===== src/rtl/alarm_ring_multi.sv =====
`default_nettype none
// alarm_ring_multi: N-channel BCD alarm matcher with lowest-index-first service,
// snooze/auto-snooze ringing, sticky missed flags and a minigame handshake.
module alarm_ring_multi #(
  parameter int N_ALARMS         = 4,
  parameter int SNOOZE_SEC       = 5,
  parameter int RING_TIMEOUT_SEC = 30,
  parameter int MAX_SNOOZE       = 3,
  parameter int IDW              = (N_ALARMS > 1) ? $clog2(N_ALARMS) : 1
) (
  input  logic                   MCLK,
  input  logic                   RESET_N,
  input  logic                   sec_tick,
  input  logic [15:0]            cur_time,
  input  logic [16*N_ALARMS-1:0] alarm_time,
  input  logic [N_ALARMS-1:0]    ch_enable,
  input  logic                   btn_dismiss,
  input  logic                   btn_snooze,
  input  logic                   minigame_done,
  input  logic                   clear_missed,
  output logic                   alarm_ringing,
  output logic                   snoozing,
  output logic                   minigame_enable,
  output logic [IDW-1:0]         ring_id,
  output logic [N_ALARMS-1:0]    pending,
  output logic [N_ALARMS-1:0]    missed
);

  localparam int RTW = $clog2(RING_TIMEOUT_SEC + 1);
  localparam int STW = $clog2(SNOOZE_SEC + 1);
  localparam int SCW = (MAX_SNOOZE > 0) ? $clog2(MAX_SNOOZE + 1) : 1;

  localparam logic [RTW-1:0] RING_LAST = RTW'(RING_TIMEOUT_SEC - 1);
  localparam logic [STW-1:0] SNZ_LOAD  = STW'(SNOOZE_SEC);
  localparam logic [SCW-1:0] SNZ_MAX   = SCW'(MAX_SNOOZE);

  typedef enum logic [1:0] {
    S_IDLE   = 2'd0,
    S_RING   = 2'd1,
    S_SNOOZE = 2'd2,
    S_GAME   = 2'd3
  } state_e;

  state_e              state_q;
  logic [N_ALARMS-1:0] match_d, match_q;
  logic [N_ALARMS-1:0] pending_d, pending_q;
  logic [N_ALARMS-1:0] missed_q;
  logic [N_ALARMS-1:0] serve_mask_d, id_mask_d;
  logic [IDW-1:0]      ring_id_q, first_idx_d;
  logic [RTW-1:0]      ring_timer_q;
  logic [STW-1:0]      snooze_timer_q;
  logic [SCW-1:0]      snooze_cnt_q;
  logic                ringing_q, snoozing_q, game_q;
  logic                cur_en_d, serve_d, tmo_d, can_snz_d;

  always_comb begin
    match_d      = '0;
    id_mask_d    = '0;
    serve_mask_d = '0;
    first_idx_d  = '0;
    cur_en_d     = 1'b0;
    for (int i = 0; i < N_ALARMS; i++) begin
      match_d[i] = ch_enable[i] && (cur_time == alarm_time[16*i +: 16]);
      if (IDW'(i) == ring_id_q) begin
        id_mask_d[i] = 1'b1;
        cur_en_d     = ch_enable[i];
      end
    end
    for (int i = N_ALARMS - 1; i >= 0; i--) begin
      if (pending_q[i]) first_idx_d = IDW'(i);
    end
    serve_d = (state_q == S_IDLE) && (|pending_q);
    for (int i = 0; i < N_ALARMS; i++) begin
      serve_mask_d[i] = serve_d && (IDW'(i) == first_idx_d);
    end
    // New rising matches on other channels survive the serve-clear of this cycle.
    pending_d = (pending_q | (match_d & ~match_q)) & ch_enable & ~serve_mask_d;
    tmo_d     = sec_tick && (ring_timer_q == RING_LAST);
    can_snz_d = (snooze_cnt_q < SNZ_MAX);
  end

  always_ff @(posedge MCLK or negedge RESET_N) begin
    if (!RESET_N) begin
      state_q        <= S_IDLE;
      match_q        <= '1;
      pending_q      <= '0;
      missed_q       <= '0;
      ring_id_q      <= '0;
      ring_timer_q   <= '0;
      snooze_timer_q <= '0;
      snooze_cnt_q   <= '0;
      ringing_q      <= 1'b0;
      snoozing_q     <= 1'b0;
      game_q         <= 1'b0;
    end else begin
      match_q   <= match_d;
      pending_q <= pending_d;
      if (clear_missed) missed_q <= '0;

      unique case (state_q)
        S_IDLE: begin
          if (|pending_q) begin
            state_q      <= S_RING;
            ringing_q    <= 1'b1;
            ring_id_q    <= first_idx_d;
            ring_timer_q <= '0;
            snooze_cnt_q <= '0;
          end
        end
        S_RING: begin
          if (!cur_en_d) begin
            state_q   <= S_IDLE;
            ringing_q <= 1'b0;
          end else if (btn_dismiss) begin
            state_q   <= S_GAME;
            ringing_q <= 1'b0;
            game_q    <= 1'b1;
          end else if ((btn_snooze || tmo_d) && can_snz_d) begin
            state_q        <= S_SNOOZE;
            ringing_q      <= 1'b0;
            snoozing_q     <= 1'b1;
            snooze_cnt_q   <= snooze_cnt_q + 1'b1;
            snooze_timer_q <= SNZ_LOAD;
          end else if (tmo_d) begin
            state_q   <= S_IDLE;
            ringing_q <= 1'b0;
            missed_q  <= (clear_missed ? '0 : missed_q) | id_mask_d;
          end else if (sec_tick) begin
            ring_timer_q <= ring_timer_q + 1'b1;
          end
        end
        S_SNOOZE: begin
          if (!cur_en_d) begin
            state_q    <= S_IDLE;
            snoozing_q <= 1'b0;
          end else if (btn_dismiss) begin
            state_q    <= S_GAME;
            snoozing_q <= 1'b0;
            game_q     <= 1'b1;
          end else if (sec_tick) begin
            if (snooze_timer_q == STW'(1)) begin
              state_q      <= S_RING;
              snoozing_q   <= 1'b0;
              ringing_q    <= 1'b1;
              ring_timer_q <= '0;
            end else begin
              snooze_timer_q <= snooze_timer_q - 1'b1;
            end
          end
        end
        S_GAME: begin
          if (minigame_done) begin
            state_q <= S_IDLE;
            game_q  <= 1'b0;
          end
        end
        default: begin
          state_q    <= S_IDLE;
          ringing_q  <= 1'b0;
          snoozing_q <= 1'b0;
          game_q     <= 1'b0;
        end
      endcase
    end
  end

  assign alarm_ringing   = ringing_q;
  assign snoozing        = snoozing_q;
  assign minigame_enable = game_q;
  assign ring_id         = ring_id_q;
  assign pending         = pending_q;
  assign missed          = missed_q;

endmodule
`default_nettype wire


===== config.mk =====
export PLATFORM = sky130hd
export DESIGN_NAME = alarm_ring_multi
export DESIGN_NICKNAME = d
export VERILOG_FILES = /design/src/rtl/alarm_ring_multi.sv
export SDC_FILE = /design/constraint.sdc
export NUM_CORES = 1
export LEC_CHECK = 0
export ABC_CLOCK_PERIOD_IN_PS = 2190
export CAP_MARGIN = 10
export CORE_ASPECT_RATIO = 1.1
export CORE_MARGIN = 3
export CORE_UTILIZATION = 43
export CTS_CLUSTER_SIZE = 12
export DETAILED_ROUTE_END_ITERATION = 10
export GPL_TIMING_DRIVEN = 0
export PLACE_DENSITY_LB_ADDON = 0.12
export SKIP_CTS_REPAIR_TIMING = 1
export SYNTH_ARGS = -nofsm -noshare
export SYNTH_HDL_FRONTEND = slang
export SYNTH_SLANG_ARGS = --single-unit

===== constraint.sdc =====
create_clock -name MCLK -period 2.19 [get_ports MCLK]
set_input_delay 0.438 -clock MCLK [delete_from_list [all_inputs] [get_ports MCLK]]
set_output_delay 0.438 -clock MCLK [all_outputs]
set_load 0.005 [all_outputs]

==> results of run 1 <==
-- area by class of cell --
cell class	instances	share of cell area
multi-input cells	225	0.453
repair buffers	106	0.286
flip-flops and latches	29	0.195
well taps	75	0.0250
clock buffers	8	0.0240
inverters	12	0.0120
plain buffers	4	0.00567
-- registers in the layout, indices dropped and copies added, names as in the netlist --
register,count
snoozing,1
ring_id,2
pending,4
snooze_cnt_q,2
state_q,2
missed,4
match_q,4
snooze_timer_q,3
minigame_enable,1
alarm_ringing,1
ring_timer_q,5
-- kinds of logic after synthesis --
logic type | Yosys count
AOI/OAI and AO/OA | 46
xor gates and xnor gates | 64
adders and majority gates | 10
buffers and inverters | 16
DFF | 29
muxes | 7
and+or+nand+nor | 98
-- power by group --
part | total (mW) | internal (mW) | switching (mW)
Combinational | 1.30 | 0.640 | 0.664
Clock | 0.446 | 0.256 | 0.191
Sequential | 0.726 | 0.636 | 0.0900
Total | 2.48 | 1.53 | 0.945
-- per-layer routing --
layer	global-route usage	vias up	routed length, um	share of wire
met5	0	-	0	0
li1	-	1191	-	-
met4	0.0652	0	122	0.018
met2	0.409	89	3660	0.53
met3	0.0573	12	528	0.076
met1	0.239	1114	2640	0.38
-- placed cells by master, fill, tap and decap left out, types with 4 or more instances in the layout --
cell type	synthesis	layout
sky130_fd_sc_hd__and2_1	4	4
sky130_fd_sc_hd__inv_1	12	12
sky130_fd_sc_hd__xor2_1	54	54
sky130_fd_sc_hd__clkdlybuf4s50_1	0	103
sky130_fd_sc_hd__clkbuf_8	0	6
sky130_fd_sc_hd__o21ai_0	12	12
sky130_fd_sc_hd__nor3_1	5	5
sky130_fd_sc_hd__nand2_1	17	17
sky130_fd_sc_hd__dfrtp_1	25	25
sky130_fd_sc_hd__dfstp_2	4	4
sky130_fd_sc_hd__o21a_1	4	4
sky130_fd_sc_hd__a21oi_1	5	5
sky130_fd_sc_hd__ha_1	10	9
sky130_fd_sc_hd__nand4_1	8	8
sky130_fd_sc_hd__nor4_1	14	13
sky130_fd_sc_hd__nand2b_1	6	6
sky130_fd_sc_hd__or2_2	4	4
sky130_fd_sc_hd__nand3_1	9	9
sky130_fd_sc_hd__nor2b_1	5	5
sky130_fd_sc_hd__nor2_1	13	13
sky130_fd_sc_hd__xnor2_1	10	10
-- worst min path at each step --
stage | from | slack [ps] | cells after the start | to
floorplan | RESET_N | 140 | 0 | alarm_ringing
global placement | missed[2] | 470 | 1 | missed[2]
detailed placement | missed[0] | 470 | 1 | missed[0]
CTS | missed[1] | 490 | 1 | missed[1]
global route | missed[2] | 510 | 1 | missed[2]
finish | missed[1] | 490 | 1 | missed[1]
==> run_summary.xml, run 1 <==
<?xml version="1.0" encoding="UTF-8"?>
<metrics>
  <group name="setup_path">
    <metric name="timing.reg2reg.setup_slack" unit="ps">110</metric>
    <metric name="slowest_stage" unit="">sky130_fd_sc_hd__clkdlybuf4s50_1</metric>
    <metric name="crit_path_cell_trace" unit="">clkdlybuf4s50_1 -&gt; and4b_1 -&gt; a31oi_1 -&gt; o21ai_1 -&gt; a311oi_1 -&gt; o21ba_1</metric>
    <metric name="rr_endpoint" unit="">alarm_ringing</metric>
    <metric name="crit_path_end_kind" unit="">register</metric>
    <metric name="path_depth" unit="">6</metric>
    <metric name="start_kind" unit="">input pin</metric>
    <metric name="top_family_by_delay_on_critical_path" unit="">compound AO/OA/AOI/OAI gates</metric>
    <metric name="slowest_delay" unit="ps">520</metric>
    <metric name="crit_arrival" unit="ps">2300</metric>
    <metric name="critical_path_required" unit="ps">2360</metric>
    <metric name="crit_start" unit="">sec_tick</metric>
    <metric name="timing.reg2reg.worst_path_depth" unit="">7</metric>
    <metric name="crit-reg2reg-launch" unit="">state_q[0]</metric>
    <metric name="cp-endpoint" unit="">snooze_timer_q[2]</metric>
    <metric name="cp_num_buf_inv" unit="">1</metric>
    <metric name="crit_path_max_fanout" unit="">5</metric>
    <metric name="worstSetupPathType" unit="">in2reg</metric>
  </group>
  <group name="sta">
    <metric name="slew_viol_final" unit="">0</metric>
    <metric name="final-setup-viol-count" unit="">0</metric>
    <metric name="slew_headroom" unit="">0.473</metric>
    <metric name="timing_worst_slew_pin_value" unit="ps">788</metric>
    <metric name="fin_crit_sh" unit="">0.973</metric>
    <metric name="timing.final.hold_violations" unit="">0</metric>
    <metric name="fin_setup_tns" unit="ps">0</metric>
    <metric name="fin_hold_ws" unit="ps">489</metric>
    <metric name="finalWorstSetupSlack" unit="ps">59.5</metric>
    <metric name="max_freq" unit="MHz">469</metric>
    <metric name="finalCriticalPeriod" unit="ps">2130</metric>
    <metric name="rsz0062_at_grt" unit="">yes</metric>
    <metric name="worst_clock_skew" unit="ps">4.76</metric>
  </group>
  <group name="floorplan">
    <metric name="initial_core_util" unit="">0.451</metric>
    <metric name="dieArea" unit="um2">6680</metric>
    <metric name="area_of_the_core" unit="um2">5470</metric>
    <metric name="std_cell_rows" unit="">28</metric>
    <metric name="die_width" unit="um">78.2</metric>
    <metric name="num_io_pins" unit="">104</metric>
    <metric name="height_of_the_die" unit="um">85.4</metric>
  </group>
  <group name="run">
    <metric name="cap_viol_max_count" unit="">0</metric>
  </group>
  <group name="cts">
    <metric name="cts_num_sinks" unit="">29</metric>
    <metric name="clockRootBuffer" unit="">sky130_fd_sc_hd__clkbuf_8</metric>
    <metric name="htree_levels" unit="">2</metric>
    <metric name="clk_buf_depth" unit="">2</metric>
    <metric name="tritoncts.num_buffers" unit="">5</metric>
    <metric name="cts_tree" unit="">built</metric>
    <metric name="cts.reportedPaths.clkPinSlew" unit="ps">60</metric>
    <metric name="clock_insertion_delay_worst_skew" unit="ps">280</metric>
  </group>
  <group name="detailed_routing">
    <metric name="drt-total-wl" unit="um">6950</metric>
    <metric name="drt_iter0_markers" unit="">116</metric>
    <metric name="drtAntennaViolNets" unit="">0</metric>
    <metric name="detail_route.drc_violations" unit="">0</metric>
    <metric name="drt_via_density" unit="">5.24</metric>
    <metric name="post_drt_wl_per_cell" unit="um">15.2</metric>
    <metric name="detail_route.first_pass.iterations" unit="">4</metric>
    <metric name="route.vias.total" unit="">2406</metric>
  </group>
  <group name="synth">
    <metric name="synth_warnings" unit="">0</metric>
    <metric name="yosys.area.top_type_share" unit="">0.254</metric>
    <metric name="netlist_top_cells_area" unit="">sky130_fd_sc_hd__dfrtp_1 (25%), sky130_fd_sc_hd__xor2_1 (19%), sky130_fd_sc_hd__ha_1 (5.1%)</metric>
    <metric name="synth.top_cells.by_count" unit="">sky130_fd_sc_hd__xor2_1 (54), sky130_fd_sc_hd__dfrtp_1 (25), sky130_fd_sc_hd__nand2_1 (17)</metric>
    <metric name="asyncSetResetFlopFracSynth" unit="">1.00</metric>
    <metric name="synthDominantAreaCellType" unit="">sky130_fd_sc_hd__dfrtp_1</metric>
    <metric name="adder_and_majority_cell_fraction_of_the_synthesized_area" unit="">0.0507</metric>
    <metric name="number_of_enable_type_register_cells_in_the_synthesized_netlist" unit="">0</metric>
    <metric name="synth-main-ff-cell" unit="">sky130_fd_sc_hd__dfrtp_1</metric>
    <metric name="ys_seq_elements" unit="">29</metric>
    <metric name="post_synth_xor_area_fraction" unit="">0.227</metric>
    <metric name="synthesis.area_per_instance" unit="um2">9.14</metric>
    <metric name="synthMuxAreaShare" unit="">0.0314</metric>
    <metric name="syn-instance-count" unit="">270</metric>
    <metric name="synthesis.area" unit="um2">2470</metric>
    <metric name="synth_most_common_cell" unit="">sky130_fd_sc_hd__xor2_1</metric>
    <metric name="post_synth_and_or_nand_nor_area_fraction" unit="">0.225</metric>
    <metric name="synth_fp_nets" unit="">371</metric>
    <metric name="synth_compound_gate_area_share" unit="">0.145</metric>
    <metric name="yosysSeqAreaShare" unit="">0.296</metric>
    <metric name="yosys.cell_types.count" unit="">57</metric>
    <metric name="synth_top_family_by_area" unit="">XOR/XNOR gates</metric>
  </group>
  <group name="layout">
    <metric name="post_synthesis_to_final_layout_area_growth" unit="%">52.1</metric>
    <metric name="seq_area" unit="um2">731</metric>
    <metric name="multiInputGateArea" unit="um2">1700</metric>
    <metric name="finish.net_count" unit="">484</metric>
    <metric name="final_cells" unit="">459</metric>
    <metric name="layout-drive-gt1-share" unit="">0.0885</metric>
    <metric name="final_core_util" unit="">0.687</metric>
    <metric name="fin_area" unit="um2">3750</metric>
    <metric name="nFillCells" unit="">490</metric>
    <metric name="insertedDiodeCount" unit="">0</metric>
  </group>
  <group name="placed_design">
    <metric name="place_worst_setup_slack" unit="ps">-290</metric>
    <metric name="place.gp.congestion" unit="">0.864</metric>
    <metric name="dp.cells" unit="">449</metric>
    <metric name="portBuffers" unit="">103</metric>
    <metric name="cell_area_after_placement" unit="um2">3620</metric>
    <metric name="hpwlAfterDp" unit="um">6050</metric>
  </group>
  <group name="power">
    <metric name="vdd.ir_drop.worst" unit="uV">327</metric>
    <metric name="power.leakage" unit="nW">1.50</metric>
    <metric name="powerDensity" unit="nW/um2">660</metric>
    <metric name="power" unit="mW">2.48</metric>
  </group>
  <group name="outcome">
    <metric name="status" unit="">complete, no violations</metric>
  </group>
  <group name="global_route">
    <metric name="antenna_found_initial" unit="">0</metric>
    <metric name="grt_max_degree" unit="">16</metric>
    <metric name="overflow" unit="">0</metric>
    <metric name="grt_pass1_wl" unit="um">11600</metric>
    <metric name="grt_usage" unit="">0.218</metric>
    <metric name="grt_pass1_vias" unit="">2419</metric>
  </group>
  <group name="min_path">
    <metric name="hold_path.class" unit="">reg2reg</metric>
  </group>
</metrics>
Note: power is estimated with default switching activity, not from simulation.
==> run 2, diff against run 1 <==
--- a/config.mk
+++ b/config.mk
@@ -10,6 +10,7 @@
 export CORE_ASPECT_RATIO = 1.1
 export CORE_MARGIN = 3
 export CORE_UTILIZATION = 43
+export CTS_CLUSTER_DIAMETER = 40
 export CTS_CLUSTER_SIZE = 12
 export DETAILED_ROUTE_END_ITERATION = 10
 export GPL_TIMING_DRIVEN = 0
==> results of run 2 <==
The final DEF is identical to that of run 1; final timing and power are the same.
==> run 3, diff against run 2 <==
--- a/config.mk
+++ b/config.mk
@@ -11,7 +11,7 @@
 export CORE_MARGIN = 3
 export CORE_UTILIZATION = 43
 export CTS_CLUSTER_DIAMETER = 40
-export CTS_CLUSTER_SIZE = 12
+export CTS_CLUSTER_SIZE = 40
 export DETAILED_ROUTE_END_ITERATION = 10
 export GPL_TIMING_DRIVEN = 0
 export PLACE_DENSITY_LB_ADDON = 0.12
==> results of run 3 <==
The final DEF is identical to that of run 1; final timing and power are the same.
